**config.mk**
```make
export PLATFORM = sky130hd
export DESIGN_NAME = clock_flat
export DESIGN_NICKNAME = d
export VERILOG_FILES = /design/src/rtl/clock_pkg.sv /design/src/rtl/clock_if.sv /design/src/rtl/clock_div_channel.sv /design/src/rtl/clock.sv /design/src/flat_wrapper.sv
export SDC_FILE = /design/constraint.sdc
export NUM_CORES = 1
export LEC_CHECK = 0
export ABC_AREA = 1
export CAP_MARGIN = 20
export CORE_ASPECT_RATIO = 1.1
export CORE_MARGIN = 4
export CORE_UTILIZATION = 62
export CTS_CLUSTER_DIAMETER = 120
export DETAILED_ROUTE_END_ITERATION = 8
export GPL_ROUTABILITY_DRIVEN = 1
export PLACE_DENSITY = 0.76
export SYNTH_ARGS = -nofsm -noshare
export SYNTH_HDL_FRONTEND = slang
export SYNTH_SLANG_ARGS = --single-unit
```
**constraint.sdc**
```tcl
create_clock -name clk -period 1.7 [get_ports clk]
set_input_delay 0.34 -clock clk [delete_from_list [all_inputs] [get_ports clk]]
set_output_delay 0.34 -clock clk [all_outputs]
set_load 0.005 [all_outputs]
```
**src/rtl/clock_pkg.sv**
```systemverilog
// Shared constants and helpers for the JC Pmod clock-divider bank.
package clock_pkg;

    localparam int CLK_HZ = 100_000_000;
    localparam int NUM_CH = 8;

    localparam int DEF_HALF_0 = 1;
    localparam int DEF_HALF_1 = 2;
    localparam int DEF_HALF_2 = 8;
    localparam int DEF_HALF_3 = 50;
    localparam int DEF_HALF_4 = 50_000;
    localparam int DEF_HALF_5 = 500_000;
    localparam int DEF_HALF_6 = 5_000_000;
    localparam int DEF_HALF_7 = 50_000_000;

    // A half-period of zero makes no sense, so it is treated as one cycle.
    function automatic int half_clamp(input int half);
        return (half < 1) ? 1 : half;
    endfunction

    // Counter width for a channel: wide enough to hold HALF-1, at least one bit.
    function automatic int cnt_width(input int half);
        return $clog2(half_clamp(half)) + 1;
    endfunction

endpackage

```
**src/rtl/clock_if.sv**
```systemverilog
// Bundle carrying the eight divided outputs toward the JC header.
interface clock_if
    import clock_pkg::*;
();
    logic [NUM_CH-1:0] JC;

    modport master (output JC);
    modport slave  (input  JC);
endinterface

```
**src/rtl/clock_div_channel.sv**
```systemverilog
// One divider channel: counts HALF cycles, then toggles its registered output.
module clock_div_channel
    import clock_pkg::*;
#(
    parameter int HALF = 1
) (
    input  logic clk,
    input  logic reset,
    output logic clk_out
);

    localparam int HALF_C = half_clamp(HALF);
    localparam int CNT_W  = cnt_width(HALF);
    localparam logic [CNT_W-1:0] TERM_CNT = CNT_W'(HALF_C - 1);
    localparam logic [CNT_W-1:0] CNT_ONE  = CNT_W'(1);

    logic [CNT_W-1:0] cnt_r;
    logic             clk_out_r;

    // Count up to the terminal value, then wrap and flip the output.
    always_ff @(posedge clk) begin
        if (reset) begin
            cnt_r     <= {CNT_W{1'b0}};
            clk_out_r <= 1'b0;
        end else if (cnt_r == TERM_CNT) begin
            cnt_r     <= {CNT_W{1'b0}};
            clk_out_r <= ~clk_out_r;
        end else begin
            cnt_r     <= cnt_r + CNT_ONE;
            clk_out_r <= clk_out_r;
        end
    end

    assign clk_out = clk_out_r;

endmodule

```
**src/rtl/clock.sv**
```systemverilog
// Eight-channel fixed-ratio divider bank driving the JC Pmod header.
// Outputs are plain fabric signals straight from flops; nothing here clocks on them.
module clock
    import clock_pkg::*;
#(
    parameter int HALF_0 = DEF_HALF_0,
    parameter int HALF_1 = DEF_HALF_1,
    parameter int HALF_2 = DEF_HALF_2,
    parameter int HALF_3 = DEF_HALF_3,
    parameter int HALF_4 = DEF_HALF_4,
    parameter int HALF_5 = DEF_HALF_5,
    parameter int HALF_6 = DEF_HALF_6,
    parameter int HALF_7 = DEF_HALF_7
) (
    input  logic     clk,
    input  logic     reset,
    clock_if.master  jc_bus
);

    localparam int HALVES [NUM_CH] = '{HALF_0, HALF_1, HALF_2, HALF_3,
                                       HALF_4, HALF_5, HALF_6, HALF_7};

    logic [NUM_CH-1:0] jc_s;

    for (genvar i = 0; i < NUM_CH; i++) begin : g_ch
        clock_div_channel #(
            .HALF (HALVES[i])
        ) u_ch (
            .clk     (clk),
            .reset   (reset),
            .clk_out (jc_s[i])
        );
    end

    assign jc_bus.JC = jc_s;

endmodule

```
**src/flat_wrapper.sv**
```systemverilog
// flat-port wrapper written by rule: the top's interface ports become plain ports
module clock_flat import clock_pkg::*;
#(
    parameter int HALF_0 = DEF_HALF_0,
    parameter int HALF_1 = DEF_HALF_1,
    parameter int HALF_2 = DEF_HALF_2,
    parameter int HALF_3 = DEF_HALF_3,
    parameter int HALF_4 = DEF_HALF_4,
    parameter int HALF_5 = DEF_HALF_5,
    parameter int HALF_6 = DEF_HALF_6,
    parameter int HALF_7 = DEF_HALF_7
)
  (clk, reset, jc_bus_JC);
  clock_if jc_bus_i ();
  input  logic clk;
  input  logic reset;
  output wire logic [$bits(jc_bus_i.JC)-1:0] jc_bus_JC;
  assign jc_bus_JC = jc_bus_i.JC;
  clock #(.HALF_0(HALF_0), .HALF_1(HALF_1), .HALF_2(HALF_2), .HALF_3(HALF_3), .HALF_4(HALF_4), .HALF_5(HALF_5), .HALF_6(HALF_6), .HALF_7(HALF_7)) u_core (.clk(clk), .reset(reset), .jc_bus(jc_bus_i));
endmodule
```
# Yosys cells after proc, flatten, opt, wreduce, memory -nomap -nowiden

Index checks and enable logic that the tools add are counted.

Memories: 0
Output and inout bits: 8
Register bits after elaboration: 110
RAM bits: 0
Memory bits (read-only): 0
Input port bits: 2
Latch bits: 0

Eq/ne operators: 7
Reduce and logical (&&, ||, !) cells: 8
Divide/modulo/power cells: 0
Bitwise gates (word level): 9
Multiplexer cells: 0
$mul: 0
Shift operators: 0
Order comparisons: 0
Add/sub/neg operators: 8

Operators by type and width:

| operator                                                                 | number |
|---|---|
| 27-bit by 1-bit adder with 27-bit output (second input constant)         | 1 |
| 27-bit by 26-bit equality test with 1-bit output (second input constant) | 1 |
| 24-bit by 1-bit adder with 24-bit output (second input constant)         | 1 |
| 24-bit by 23-bit equality test with 1-bit output (second input constant) | 1 |
| 20-bit by 1-bit adder with 20-bit output (second input constant)         | 1 |
| 20-bit by 19-bit equality test with 1-bit output (second input constant) | 1 |
| 17-bit by 1-bit adder with 17-bit output (second input constant)         | 1 |
| 17-bit by 16-bit equality test with 1-bit output (second input constant) | 1 |
| 2-bit OR reduction                                                       | 8 |
| 1-bit inverter                                                           | 9 |
| 7-bit by 1-bit adder with 7-bit output (second input constant)           | 1 |
| 7-bit by 6-bit equality test with 1-bit output (second input constant)   | 1 |
| 4-bit by 1-bit adder with 4-bit output (second input constant)           | 1 |
| 4-bit by 3-bit equality test with 1-bit output (second input constant)   | 1 |
| 2-bit by 1-bit adder with 2-bit output (second input constant)           | 1 |
| 2-bit by 1-bit equality test with 1-bit output (second input constant)   | 1 |
| 1-bit adder (second input constant)                                      | 1 |

# Depth between registers and ports, before layout

Word-level depth: 2
Depth in mapped cells: 9
Mapped depth without buffers: 9

# Modules after synthesis

A second synthesis with hierarchy kept.

Cell total of the unflattened synthesis: 858
Area total of the unflattened synthesis: 5766.8 um2

By module, submodules not included:

| module                                  | cells each | instances | area each (um2) | sequential area each (um2) |
|---|---|---|---|---|
| clock_div_channel (u_core.g_ch[7].u_ch) | 244        | 1         | 1527.7          | 560.5 |
| clock_div_channel (u_core.g_ch[6].u_ch) | 207        | 1         | 1398.8          | 500.5 |
| clock_div_channel (u_core.g_ch[5].u_ch) | 178        | 1         | 1192.4          | 420.4 |
| clock_div_channel (u_core.g_ch[4].u_ch) | 135        | 1         | 913.4           | 360.3 |
| clock_div_channel (u_core.g_ch[3].u_ch) | 48         | 1         | 364.1           | 160.2 |
| clock_div_channel (u_core.g_ch[2].u_ch) | 25         | 1         | 198.9           | 100.1 |
| clock_div_channel (u_core.g_ch[1].u_ch) | 12         | 1         | 105.1           | 60.1 |
| clock_div_channel (u_core.g_ch[0].u_ch) | 9          | 1         | 66.3            | 40.0 |

# Worst setup path after synthesis

No wires, ideal clock.

Path type: register to register
Start point: register u_core.g_ch[7].u_ch.cnt_r[0]
End point: register u_core.g_ch[7].u_ch.cnt_r[13]
Library setup time: 115 ps
Cell stages (with the launch flop): 10
Slack: 297 ps
Data arrival time: 1288 ps
Buffers on the path: 1
Cell sequence: dfxtp_1 -> ha_1 -> nand2_1 -> nor2_4 -> inv_2 -> nor2_2 -> nand2_2 -> nand2_4 -> buf_6 -> nor2_1

Longest elaborated chain between the ends: 2

Ends and longest elaborated chain:

| item                                                                                             | RTL line                | RTL |
|---|---|---|
| start: declaration                                                                               | clock_div_channel.sv:17 | `logic [CNT_W-1:0] cnt_r;` |
| start signal: assignment                                                                         | clock_div_channel.sv:23 | `cnt_r <= {CNT_W{1'b0}};` |
| start signal: assignment                                                                         | clock_div_channel.sv:26 | `cnt_r <= {CNT_W{1'b0}};` |
| start signal: assignment                                                                         | clock_div_channel.sv:29 | `cnt_r <= cnt_r + CNT_ONE;` |
| parallel branches: the longest is 2 deep, another holds 27-bit by 1-bit adder with 27-bit output | n/a                     |  |

Parallel ways; which one is timed is not known.
A chain may end at the register's enable or synchronous reset.

# Worst setup path after layout

Start point: register u_core.g_ch[2].u_ch.clk_out_r
End point: output port jc_bus_JC[2]

RTL lines:

| item                     | RTL line                | RTL |
|---|---|---|
| start: declaration       | clock_div_channel.sv:18 | `logic clk_out_r;` |
| start signal: assignment | clock_div_channel.sv:27 | `clk_out_r <= ~clk_out_r;` |
| start signal: assignment | clock_div_channel.sv:30 | `clk_out_r <= clk_out_r;` |
| end: declaration         | flat_wrapper.sv:17      | `output wire logic [$bits(jc_bus_i.JC)-1:0] jc_bus_JC;` |

No word-level cell between the ends.

==> impl_metrics.json <==
{
  "outcome": "finished clean",
  "drv_cap": 0,
  "crit_required_ns": 1.36,
  "final_nets": 812,
  "syn_area_per_cell_um2": 6.84,
  "cts_buffers": 9,
  "ys.flop_type": "dfxtp_1",
  "firstDrtPassIters": 5,
  "final_core_util": 0.687,
  "die-area_um2": 10300,
  "timing.rr.end": "u_core.g_ch[7].u_ch.cnt_r[20]$_SDFF_PP0_",
  "ys_seq_elements": 110,
  "dp.cells": 901,
  "min_to": "u_core.g_ch[1].u_ch.cnt_r[0]$_SDFF_PP0_",
  "cellPowerDensity_nw_per_um2": 748,
  "synth_xor_xnor_area_share": 0.0726,
  "grt_pass1_wl_um": 18400,
  "synthAdderAreaFrac": 0.0185,
  "drt_iter0_drc": 186,
  "dp_hpwl_um": 7650,
  "io_buffers": 9,
  "synth_top_area_cell": "dfxtp_1",
  "finalSetupTns_ns": 0,
  "syn-instance-count": 793,
  "avgRoutedWirePerCell_um": 11.2,
  "cts_buffer_depth": 2,
  "maxSlewViolCount": 0,
  "synth_top_family_by_area": "simple AND/OR/NAND/NOR gates",
  "grt_pass1_vias": 4440,
  "worstPathMaxFanout": 3,
  "place_area_um2": 5580,
  "seq_area_frac_synth": 0.406,
  "instances_no_fill": 918,
  "yosys.cell_count.top_type": "nand2_1",
  "hp-class": "reg -> reg",
  "cp.arrival_ns": 1.27,
  "ir_worst_vdd_mv": 0.502,
  "antenna_found_initial": 0,
  "postSynth.asyncResetShare": 0,
  "finalClockSkew_ns": 0.0142,
  "drive_gt1_frac": 0.0669,
  "cpMaxStageDelayCell": "clkdlybuf4s50_1",
  "synthDistinctLibCells": 29,
  "tritoncts": "yes",
  "crit_chain": "clkdlybuf4s50_1",
  "end_kind": "output pin",
  "finalCriticalPeriod_ns": 1.61,
  "grt_start_max_net_pins": 27,
  "cts.sinks": 110,
  "leakagePower_nw": 2.09,
  "cp-start-kind": "flip-flop",
  "synthSimpleGateAreaFrac": 0.382,
  "ys_top_cells_by_count": "202 x nand2_1, 178 x nor2_1, 110 x dfxtp_1",
  "critPathTopFamily": "buffers and inverters",
  "viasPerCell": 5.07,
  "hp-start": "u_core.g_ch[1].u_ch.cnt_r[0]$_SDFF_PP0_",
  "gp_congestion": 0.851,
  "core_area_um2": 8450,
  "clk_pin_slew_ns": 0.10,
  "r2r_cells": 9,
  "period_share": 0.946,
  "ant_nets": 0,
  "synth_edf_count": 0,
  "crit_path_max_incr_delay_ns": 0.52,
  "synth_area_leaders": "dfxtp_1 41%, nand2_1 14%, nor2_1 12%",
  "ff2ff_setup_slack_ns": 0.18,
  "synth_mux_area_frac": 0,
  "setup_viol": 0,
  "r2r_start": "u_core.g_ch[7].u_ch.cnt_r[0]$_SDFF_PP0_",
  "final_cell_area_um2": 5810,
  "synth_compound_area_frac": 0.0397,
  "synth_nets": 803,
  "rows": 35,
  "grt.total_usage": 0.207,
  "globalRoute.totalOverflow": 0,
  "finalHoldViolations": 0,
  "yosys_warnings": 0,
  "fmax_ghz": 0.622,
  "worstSkewPairLatency_ns": 0.37,
  "min_path_cells": 1,
  "path_buf_inv": 1,
  "chipWidth_um": 97.2,
  "diodes": 0,
  "crit_type": "reg -> out",
  "area_delta_synth_final_pct": 7.01,
  "rsz0062_at_grt": "no",
  "drcViolationCount": 0,
  "htreeDepth": 3,
  "post_cts_buffers": 0,
  "fp.dieH_um": 106,
  "yosysTopAreaCellShare": 0.406,
  "initial_core_util": 0.642,
  "wirelength_um": 10300,
  "syn-cell-area_um2": 5430,
  "dr_total_vias": 4654,
  "root_buffer": "clkbuf_8",
  "ios": 10
}
-- through the flow --
stage | power (W) | worst slack (ns) | hold slack [ns]
4_1_cts | 0.00440 | 0.0512 | 0.438
6_report | 0.00434 | 0.0919 | 0.436
3_5_place_dp | 0.00290 | 0.0740 | 0.423
5_1_grt | 0.00454 | 0.000172 | 0.461
2_1_floorplan | 0.00286 | 0.297 | 0.404
3_3_place_gp | 0.00288 | 0.127 | 0.413
-- cells in the final DEF (no fill, tap or decap), types with 2 or more instances in the layout --
master and count:
inv_1 79, nor2_2 9, dfxtp_1 110, o21bai_1 5
or2_2 6, xnor2_1 19, nand2_8 2, clkinvlp_4 2
o21ai_0 4, clkbuf_8 10, or2_0 4, nand3b_1 4
clkdlybuf4s50_1 9, a21oi_1 30, nand2_1 202, nand4_1 12
inv_2 5, ha_1 8, and2_1 3, buf_4 3
nor3_1 5, nand2_2 4, xor2_1 26, nor2_1 178
nand3_1 53, nor3_2 2, nor2_4 5, inv_6 2
-- cell families (layout without fill, tap and decap cells) --
logic type,count (synthesis),after routing
buffers and inverters,100,113
adder cells (fa/ha/maj),8,8
other,1,1
XOR/XNOR,45,45
AND/OR/NAND/NOR,489,490
flip-flops,110,110
AO/OA/AOI/OAI,40,40
-- per-layer routing --
| metal | routed length [µm] | vias to the layer above | track usage |
|---|---|---|---|
| li1 | - | 2459 | - |
| met4 | 116 | 0 | 0.0602 |
| met3 | 237 | 11 | 0.0276 |
| met2 | 5180 | 57 | 0.384 |
| met5 | 0 | - | 0 |
| met1 | 4760 | 2127 | 0.248 |
-- state kept, by name (all words and copies together) (netlist names) --
register / cells
u_core.g_ch.u_ch.clk_out: 8
u_core.g_ch.u_ch.cnt_r: 102
-- worst max-delay path by stage --
| stage | start | to | cells past startpoint |
|---|---|---|---|
| CTS | u_core.g_ch[7].u_ch.cnt_r[0]$_SDFF_PP0_ | u_core.g_ch[7].u_ch.cnt_r[10]$_SDFF_PP0_ | 8 |
| finish | u_core.g_ch[2].u_ch.clk_out$_SDFFE_PP0N_ | jc_bus_JC[2] | 1 |
| floorplan | u_core.g_ch[7].u_ch.cnt_r[0]$_SDFF_PP0_ | u_core.g_ch[7].u_ch.cnt_r[13]$_SDFF_PP0_ | 9 |
| detailed placement | reset | u_core.g_ch[5].u_ch.cnt_r[1]$_SDFF_PP0_ | 4 |
| global placement | reset | u_core.g_ch[5].u_ch.cnt_r[14]$_SDFF_PP0_ | 4 |
| global route | u_core.g_ch[7].u_ch.cnt_r[0]$_SDFF_PP0_ | u_core.g_ch[7].u_ch.cnt_r[24]$_SDFF_PP0_ | 9 |
-- power breakdown --
part	switching (W)	internal, W	total, W
combinational	0.0000969	0.0000772	0.000174
clock	0.000908	0.000594	0.00150
sequential	0.0000377	0.00263	0.00267
total	0.00104	0.00330	0.00434
-- final cells by class --
class                   count  area [µm²]
well taps                 111         139
flip-flops and latches    110        2200
repair buffers             13         133
fillers                   750        2650
clock buffers              10         138
inverters                  84         315
multi-input cells         584        2830
clock inverters             6        53.8
-- timing repair --
item / CTS / global route
setup endpoints to repair: 0 / 26
hold buffers: 0 / 0
resized for setup: 0 / 4
(Power assumes the default switching activity.)
